$ cat src/rtl/inv_mix_column_seq.sv
// Iterative AES InvMixColumns engine, COLS_PER_CYCLE columns per clock.
// Optional MIXCOL_FWD_EN adds a mode port selecting forward MixColumns.
module inv_mix_column_seq #(
  parameter int COLS_PER_CYCLE = 1
) (
  input  logic         clk,
  input  logic         rst_n,
  input  logic         in_valid,
  output logic         in_ready,
  input  logic [127:0] block,
`ifdef MIXCOL_FWD_EN
  input  logic         mode,
`endif
  output logic         out_valid,
  input  logic         out_ready,
  output logic [127:0] new_block
);

  typedef enum logic [1:0] {
    IDLE,
    CALC,
    DONE
  } state_t;

  localparam logic [1:0] STEP = 2'(COLS_PER_CYCLE);
  localparam logic [1:0] LAST = 2'(4 - COLS_PER_CYCLE);

  state_t       state_q;
  state_t       state_d;
  logic [1:0]   col_q;
  logic [127:0] work_q;
  logic [127:0] work_d;
  logic         fwd;

  function automatic logic [7:0] xt(input logic [7:0] b);
    return {b[6:0], 1'b0} ^ (b[7] ? 8'h1b : 8'h00);
  endfunction

  function automatic logic [31:0] mix(
    input logic [31:0] c,
    input logic        f
  );
    logic [7:0] a [4];
    logic [7:0] x2 [4];
    logic [7:0] x4 [4];
    logic [7:0] x8 [4];
    logic [7:0] m9 [4];
    logic [7:0] mb [4];
    logic [7:0] md [4];
    logic [7:0] me [4];
    logic [7:0] m3 [4];
    logic [31:0] r;
    for (int i = 0; i < 4; i++) begin
      a[i]  = c[31-8*i -: 8];
      x2[i] = xt(a[i]);
      x4[i] = xt(x2[i]);
      x8[i] = xt(x4[i]);
      m9[i] = x8[i] ^ a[i];
      mb[i] = x8[i] ^ x2[i] ^ a[i];
      md[i] = x8[i] ^ x4[i] ^ a[i];
      me[i] = x8[i] ^ x4[i] ^ x2[i];
      m3[i] = x2[i] ^ a[i];
    end
    if (f) begin
      r = {x2[0] ^ m3[1] ^ a[2] ^ a[3],
           a[0] ^ x2[1] ^ m3[2] ^ a[3],
           a[0] ^ a[1] ^ x2[2] ^ m3[3],
           m3[0] ^ a[1] ^ a[2] ^ x2[3]};
    end else begin
      r = {me[0] ^ mb[1] ^ md[2] ^ m9[3],
           m9[0] ^ me[1] ^ mb[2] ^ md[3],
           md[0] ^ m9[1] ^ me[2] ^ mb[3],
           mb[0] ^ md[1] ^ m9[2] ^ me[3]};
    end
    return r;
  endfunction

`ifdef MIXCOL_FWD_EN
  logic mode_q;
  assign fwd = mode_q;

  always_ff @(posedge clk or negedge rst_n) begin
    if (!rst_n) begin
      mode_q <= 1'b0;
    end else if (state_q == IDLE && in_valid) begin
      mode_q <= mode;
    end
  end
`else
  assign fwd = 1'b0;
`endif

  // Only the columns selected by col_q are rewritten this cycle.
  always_comb begin
    logic [1:0] idx;
    idx    = '0;
    work_d = work_q;
    for (int k = 0; k < COLS_PER_CYCLE; k++) begin
      idx = col_q + 2'(k);
      work_d[127-32*int'(idx) -: 32] =
        mix(work_q[127-32*int'(idx) -: 32], fwd);
    end
  end

  always_comb begin
    state_d = state_q;
    unique case (state_q)
      IDLE: if (in_valid) state_d = CALC;
      CALC: if (col_q == LAST) state_d = DONE;
      DONE: if (out_ready) state_d = IDLE;
      default: state_d = IDLE;
    endcase
  end

  always_ff @(posedge clk or negedge rst_n) begin
    if (!rst_n) begin
      state_q <= IDLE;
      col_q   <= '0;
      work_q  <= '0;
    end else begin
      state_q <= state_d;
      if (state_q == IDLE && in_valid) begin
        work_q <= block;
        col_q  <= '0;
      end else if (state_q == CALC) begin
        work_q <= work_d;
        col_q  <= col_q + STEP;
      end
    end
  end

  assign in_ready  = (state_q == IDLE);
  assign out_valid = (state_q == DONE);
  assign new_block = work_q;

endmodule

$ cat config.mk
export PLATFORM = sky130hd
export DESIGN_NAME = inv_mix_column_seq
export DESIGN_NICKNAME = d
export VERILOG_FILES = /design/src/rtl/inv_mix_column_seq.sv
export SDC_FILE = /design/constraint.sdc
export NUM_CORES = 1
export LEC_CHECK = 0
export BUFFER_PORTS_ARGS = -buffer_cell sky130_fd_sc_hd__buf_2
export CAP_MARGIN = 40
export CORE_UTILIZATION = 40
export CTS_CLUSTER_SIZE = 12
export DETAILED_ROUTE_END_ITERATION = 8
export SLEW_MARGIN = 15
export SYNTH_ARGS = -nofsm -noshare
export SYNTH_HDL_FRONTEND = slang
export SYNTH_SLANG_ARGS = --single-unit
$ cat constraint.sdc
create_clock -name clk -period 4.4 [get_ports clk]
set_input_delay 0 -clock clk [delete_from_list [all_inputs] [get_ports clk]]
set_output_delay 0 -clock clk [all_outputs]
set_load 0.005 [all_outputs]
==> impl_metrics.ini, run 1 <==
[sta]
grt_setup_unrepaired = no
maxSlewViolCount = 0
finalHoldViolCount = 0
setup_violations = 0
tightestPinTransition_ps = 859
slew-limit-headroom = 0.428
fin_crit_sh = 0.816
hold_slack_ps = 164
fmax_mhz = 279
finalSetupTns_ps = 0
fin_crit_ps = 3590
fin_skew_ps = 8.20

[floorplan]
die-area_um2 = 21600
rows = 52
core_area_um2 = 20400
ioPinCount = 262
start_util = 0.412
fp.dieW_um = 147
die_h_um = 147

[clock_network]
clock-sinks = 132
clockBufferDepth = 2
cts_tree = built
cts-htree-levels = 4
cts-root-buf = clkbuf_16
cts_buffers = 17
clk_pin_slew_ps = 60
cts_repair_resize_count = 0
clock_latency_ps = 430

[finish]
drive_gt1_frac = 0.339
nNetsFinal = 1227
area_growth_pct = 41.5
diodes = 0
seqCellArea_um2 = 3310
multi_input_area_um2 = 4820
fin_cells = 1374
nFillCells = 1728

[outcome]
outcome = finished, final reports clean

[global_route]
grt_pass1_wl_um = 45600
overflow = 0
grt_max_degree = 77
grt_pass1_vias = 7713
grtUsageTotal = 0.283
antenna_found_initial = 0

[drt]
via_per_inst = 5.52
firstDrtPassIters = 6
drt.antenna.violating_nets = 0
drcViolationCount = 0
drt_wl_total_um = 30100
via_count = 7585
avgRoutedWirePerCell_um = 21.9
drtIter0Drc = 578

[hold_path]
hold_class = primary input to asynchronous set/reset pin

[yosys]
synth.avg_cell_area_um2 = 11.7
synth_edf_count = 0
yosysWarnings = 0
synthFlopType = dfrtp_1
synth_area_um2 = 8410
synth_area_leaders = dfrtp_1 39%, xnor2_1 15%, a22oi_1 11%, mux4_2 7.5%, o21ai_0 7.2%
ys_async_sr_fraction = 1.00
yosysTopAreaCellShare = 0.393
ys_ff_latch = 132
yosysTopAreaCell = dfrtp_1
synth_nets = 855
yosysUniqueCellTypes = 32
syn_inst = 719
synth-seq-area-share = 0.393

[place]
place.detailed.instances = 1211
gp_congestion = 0.996
numPortBuffers = 261
dp_hpwl_um = 21400

[critical_path]
cp.arrival_ps = 3870
critical_path_class = flip-flop to flip-flop
required_ps = 4680
critical_path.max_fanout = 17
cp-end-kind = flip-flop
start_kind = flip-flop

[run]
drv_cap = 0
-- layout by cell type, fill, tap and decap left out, types with 2 or more instances in the layout --
master         count
buf_2            260
xnor2_1          140
dlygate4sd3_1    131
dfrtp_1          130
a22oi_1          128
o21ai_0          121
xor2_1            35
mux4_2            28
clkbuf_16         17
xnor2_2           13
buf_4             12
xor2_2             8
xnor2_4            8
o21ai_1            7
nor2_1             4
nand4_1            4
mux4_1             4
nand2_1            4
a21o_1             4
xnor3_1            4
ha_1               4
inv_6              4
inv_1              3
bufinv_16          3
clkinv_4           3
buf_6              3
nor2b_1            2
xor2_4             2
a22o_1             2
clkinvlp_4         2
inv_8              2
dfrtp_2            2
buf_12             2
-- sequential cells by signal (all words and copies together) (netlist names) --
| name | cells |
|---|---|
| new_block | 128 |
| col_q | 2 |
| state_q | 2 |
-- metal layers --
| layer | share of wire | track usage | routed length, um | vias to the layer above |
|---|---|---|---|---|
| li1 | - | - | - | 3395 |
| met1 | 0.43 | 0.390 | 12900 | 3764 |
| met2 | 0.48 | 0.455 | 14500 | 386 |
| met3 | 0.074 | 0.0590 | 2220 | 40 |
| met4 | 0.016 | 0.0727 | 478 | 0 |
| met5 | 0 | 0 | 0 | - |
-- kinds of logic (layout without fill, tap and decap cells) --
family | Yosys count | after routing | synth area share
simple gates | 16 | 16 | 0.00952
compound gates | 264 | 264 | 0.198
mux | 32 | 32 | 0.0875
flops | 132 | 132 | 0.393
buf+inv | 59 | 444 | 0.0345
fa+ha+maj | 4 | 4 | 0.00595
xor+xnor | 212 | 212 | 0.272
-- worst max-delay path: stages (launching register included) --
cell	delay, ps
dfrtp_2	690
buf_12	260
mux4_2	680
xnor2_4	310
xor2_2	400
xor2_1	230
xnor2_1	120
xnor2_1	530
o21ai_0	190
-- per-stage QoR --
step                instance area [um2]  utilization  setup WS (ps)
global placement                   9920        0.485            871
finish                            11900        0.582            810
global route                      11900        0.582            629
detailed placement                 9970        0.488            834
CTS                               11900        0.582            812
floorplan                          8410            -           1590
-- Yosys cell counts, types with 7 or more instances --
cell type,n
a22oi_1,128
xor2_2,8
xor2_1,35
xnor2_2,13
mux4_2,28
xnor2_1,140
o21ai_1,7
clkbuf_1,39
xnor2_4,8
buf_2,7
o21ai_0,121
dfrtp_1,132
-- cell type report --
| cell class | instances | area share |
|---|---|---|
| well taps | 270 | 0.0284 |
| flip-flops and latches | 132 | 0.278 |
| inverters | 3 | 0.000947 |
| clock inverters | 15 | 0.0163 |
| multi-input cells | 528 | 0.405 |
| clock buffers | 17 | 0.0358 |
| repair buffers | 409 | 0.236 |
-- path summary, 6_finish.rpt --
check                                       to  cells after the start           start  slack (ps)
worst min register to register  new_block[104]                      2  new_block[104]         520
worst min-delay path             new_block[31]                      2           rst_n         160
worst max register to register   new_block[54]                      8        col_q[0]         810
worst max-delay path             new_block[54]                      8        col_q[0]         810
max in group asynchronous             col_q[0]                      3           rst_n        3000
min in group clk                 new_block[63]                      4       block[63]         350
-- repair_timing --
item,4_1_cts,5_1_grt
buffers inserted,0,0
hold buffers,131,0
endpoints found under the hold margin,207,0
Power of run 1 is left out: the tool's default activity adds up to more than one toggle a clock period on the data nets, which glitch-free logic cannot reach.
==> run 2: changes to the inputs <==
==> constraint.sdc (replaced) <==
create_clock -name clk -period 3.7 [get_ports clk]
set_input_delay 0 -clock clk [delete_from_list [all_inputs] [get_ports clk]]
set_output_delay 0 -clock clk [all_outputs]
set_load 0.005 [all_outputs]
==> run 2 against run 1 <==
Wire length grew 0.65%. First-iteration DRC count grew 7.8%. Fmax grew 6.7%. Die area is the same. Critical path depth is the same. Final area grew 0.40%. Register-to-register slack lost 480 ps. Highest routed layer unchanged.
==> impl_metrics.ini, run 2 (same netlist as run 1, synthesis figures left out) <==
[global_route]
grt_max_degree = 67
antenna_found_initial = 0
overflow = 0
grt_pass1_vias = 7742
grt_pass1_wl_um = 45600
grtUsageTotal = 0.283

[critical_path]
critical_path_class = flip-flop to flip-flop
start_kind = flip-flop
required_ps = 3980
cp.arrival_ps = 3650
cp-end-kind = flip-flop
critical_path.max_fanout = 25

[drt]
drt.antenna.violating_nets = 0
firstDrtPassIters = 8
drcViolationCount = 0
avgRoutedWirePerCell_um = 21.9
drtIter0Drc = 623
via_count = 7685
via_per_inst = 5.56
drt_wl_total_um = 30300

[place]
gp_congestion = 0.952
post-place-ws_ps = 321
numPortBuffers = 261
dp_hpwl_um = 21500

[clock_network]
cts_buffers = 17
clk_pin_slew_ps = 60
cts-root-buf = clkbuf_16
clock-sinks = 132
cts_tree = built
clockBufferDepth = 2
clock_latency_ps = 430
cts-htree-levels = 4

[floorplan]
fp.dieW_um = 147
start_util = 0.412
rows = 52
core_area_um2 = 20400
ioPinCount = 262
die-area_um2 = 21600
die_h_um = 147

[sta]
finalSetupTns_ps = 0
layout_setup_ws_ps = 335
hold_slack_ps = 52.8
maxSlewViolCount = 0
finalHoldViolCount = 0
grt_setup_unrepaired = no
slew-limit-headroom = 0.421
fin_skew_ps = 15.7
fmax_mhz = 297
fin_crit_sh = 0.909
tightestPinTransition_ps = 868
fin_crit_ps = 3370
setup_violations = 0

[finish]
postLayoutCoreUtil = 0.585
nNetsFinal = 1234
final_cell_mix = 260 x buf_2, 140 x xnor2_1, 131 x dlygate4sd3_1
diodes = 0
final_common_cell = buf_2
area_growth_pct = 42.0
drive_gt1_frac = 0.342
largest_register_ffs = 128

[run]
drv_cap = 0

[outcome]
outcome = finished, final reports clean

[hold_path]
hold_class = primary input to asynchronous set/reset pin
run 2: changes by cell type in the layout (fill, tap and decap cells not counted), sizes merged:
cell / change
inv: -4
clkinv: -2
clkinvlp: +2
buf: +7
clkbuf: +4
run 2: worst paths after layout:
path | startpoint | endpoint | slack, ps | cells past startpoint
worst min register to register | new_block[112] | new_block[112] | 530 | 2
worst max-delay path | col_q[0] | new_block[70] | 330 | 8
min in group clk | block[57] | new_block[57] | 350 | 4
worst min-delay path | rst_n | new_block[29] | 50 | 2
worst max register to register | col_q[0] | new_block[70] | 330 | 8
max in group asynchronous | rst_n | new_block[108] | 2890 | 3
run 2: metrics by stage:
step | std cells | area [um2]
2_1_floorplan | 719 | 8410
3_3_place_gp | 1216 | 9980
3_5_place_dp | 1218 | 10000
4_1_cts | 1381 | 11900
5_1_grt | 1381 | 11900
6_report | 1381 | 11900
run 2: what timing repair did:
action                    in CTS  in global routing
hold endpoints to repair     263                  0
resized for setup              0                  0
hold buffers                 131                  0
setup buffers                  0                  0
run 2: cell type report:
| cell class | count | area (um2) |
|---|---|---|
| inverter | 3 | 11.3 |
| fill | 1699 | 8490 |
| multi-input combinational | 528 | 4820 |
| clock buffer | 21 | 470 |
| sequential | 132 | 3310 |
| timing repair buffer | 416 | 2850 |
| tap | 270 | 338 |
| clock inverter | 11 | 148 |
run 2: metal layers:
metal  GRT usage  up-vias  routed length, um
met3      0.0525       41               2410
met2       0.466      428              14500
met4      0.0763        0                484
met1       0.384     3819              12900
met5           0        -                  0
li1            -     3397                  -
run 2: critical path, stage by stage (launching register included):
cell     delay, ps
dfrtp_2        380
buf_12         210
mux4_2         690
xnor3_2        480
xnor3_1        430
xor2_2         200
xnor2_2        180
xnor2_1        450
o21ai_0        180
Power of run 2 is left out for the same reason.
==> run 3: changes to the inputs <==
--- a/config.mk
+++ b/config.mk
@@ -8,6 +8,8 @@
 export BUFFER_PORTS_ARGS = -buffer_cell sky130_fd_sc_hd__buf_2
 export CAP_MARGIN = 40
 export CORE_UTILIZATION = 40
+export CTS_BUF_LIST = sky130_fd_sc_hd__clkbuf_4
+export CTS_CLUSTER_DIAMETER = 120
 export CTS_CLUSTER_SIZE = 12
 export DETAILED_ROUTE_END_ITERATION = 8
 export SLEW_MARGIN = 15
==> run 3 against run 2 <==
First-iteration DRC count is 6.4% lower. Clock skew increased by 7.8 ps. Via count grew 0.10%. Die area unchanged. Highest routed layer unchanged. Non-clock buffer count is 2 higher. Worst hold slack improved by 130 ps. Critical path depth stayed put. Sequential share of layout area increased by 0.70 points. Sequential cell count stayed put. Largest cell class unchanged. Final cell count increased by 0.14%.
==> impl_metrics.ini, run 3 (same netlist as run 1, synthesis figures left out) <==
[run]
drv_cap = 0

[global_route]
grtUsageTotal = 0.283
grt_pass1_vias = 7766
overflow = 0
grt_pass1_wl_um = 45700
grt_max_degree = 67
antenna_found_initial = 0

[floorplan]
fp.dieW_um = 147
start_util = 0.412
die-area_um2 = 21600
ioPinCount = 262
die_h_um = 147
rows = 52
core_area_um2 = 20400

[critical_path]
start_kind = flip-flop
cp.arrival_ps = 3820
cp-end-kind = flip-flop
required_ps = 4140
critical_path.max_fanout = 25
critical_path_class = flip-flop to flip-flop

[sta]
tightestPinTransition_ps = 873
finalSetupTns_ps = 0
finalHoldViolCount = 0
fin_skew_ps = 23.5
setup_violations = 0
slew-limit-headroom = 0.418
grt_setup_unrepaired = no
fin_crit_sh = 0.911
fmax_mhz = 297
fin_crit_ps = 3370
maxSlewViolCount = 0

[clock_network]
clockBufferDepth = 2
cts-htree-levels = 4
cts_repair_resize_count = 0
cts_buffers = 17
clock_latency_ps = 570
clk_pin_slew_ps = 130
cts_tree = built
post_cts_buffers = 0
hold_buffers = 133
cts-root-buf = clkbuf_4
clock-sinks = 132

[finish]
largest_register_ffs = 128
nNetsFinal = 1236
nFillCells = 1735
drive_gt1_frac = 0.341
final_common_cell = buf_2
final_cell_mix = 260 x buf_2, 140 x xnor2_1, 132 x dlygate4sd3_1
area_growth_pct = 38.5
diodes = 0

[hold_path]
hold_class = primary input to flip-flop

[place]
dp_hpwl_um = 21500
numPortBuffers = 261
gp_congestion = 0.952

[drt]
drt.antenna.violating_nets = 0
via_per_inst = 5.56
drcViolationCount = 0
avgRoutedWirePerCell_um = 21.8
via_count = 7693
firstDrtPassIters = 6
drt_wl_total_um = 30200
drtIter0Drc = 583

[outcome]
outcome = finished, final reports clean
## run 3: cell count changes in the layout (fill, tap and decap cells not counted), sizes merged
cell,change
clkbuf,-3
clkinv,+3
buf,+1
dlygate4sd3,+1
## run 3: worst paths after layout
path | slack [ps] | depth (start not counted) | start | to
setup / recovery | 330 | 8 | col_q[0] | new_block[70]
hold / removal | 190 | 4 | block[57] | new_block[57]
max in group asynchronous | 2810 | 4 | rst_n | new_block[108]
setup reg to reg | 330 | 8 | col_q[0] | new_block[70]
hold reg to reg | 540 | 2 | new_block[112] | new_block[112]
min in group asynchronous | 520 | 4 | rst_n | col_q[0]
## run 3: area by class of cell
cell class | count | area [um2] | area share
timing repair buffer | 418 | 2880 | 0.247
clock buffer | 18 | 135 | 0.0116
tap | 270 | 338 | 0.0290
clock inverter | 14 | 159 | 0.0136
multi-input combinational | 528 | 4820 | 0.414
sequential | 132 | 3310 | 0.284
inverter | 3 | 11.3 | 0.000967
## run 3: worst max-delay path: stages, from the launching register on
cell     delay, ps
dfrtp_2        410
buf_12         210
mux4_2         690
xnor3_2        480
xnor3_1        430
xor2_2         200
xnor2_2        180
xnor2_1        450
o21ai_0        180
## run 3: through the flow
step / std cells / setup WS (ps) / cell area (um2) / hold WS [ps] / utilization
floorplan: 719 / 893 / 8410 / -296 / -
global placement: 1216 / 399 / 9980 / 176 / 0.488
detailed placement: 1218 / 321 / 10000 / -60.3 / 0.490
CTS: 1383 / 306 / 11600 / 127 / 0.570
global route: 1383 / 141 / 11600 / 169 / 0.570
finish: 1383 / 329 / 11600 / 188 / 0.570
## run 3: per-layer routing
metal  wire (um)  part of all wire  GRT usage
met3        2340             0.077     0.0463
met1       12900              0.43      0.388
met4         473             0.016     0.0763
met5           0                 0          0
met2       14400              0.48      0.464
Power of run 3 is left out for the same reason.
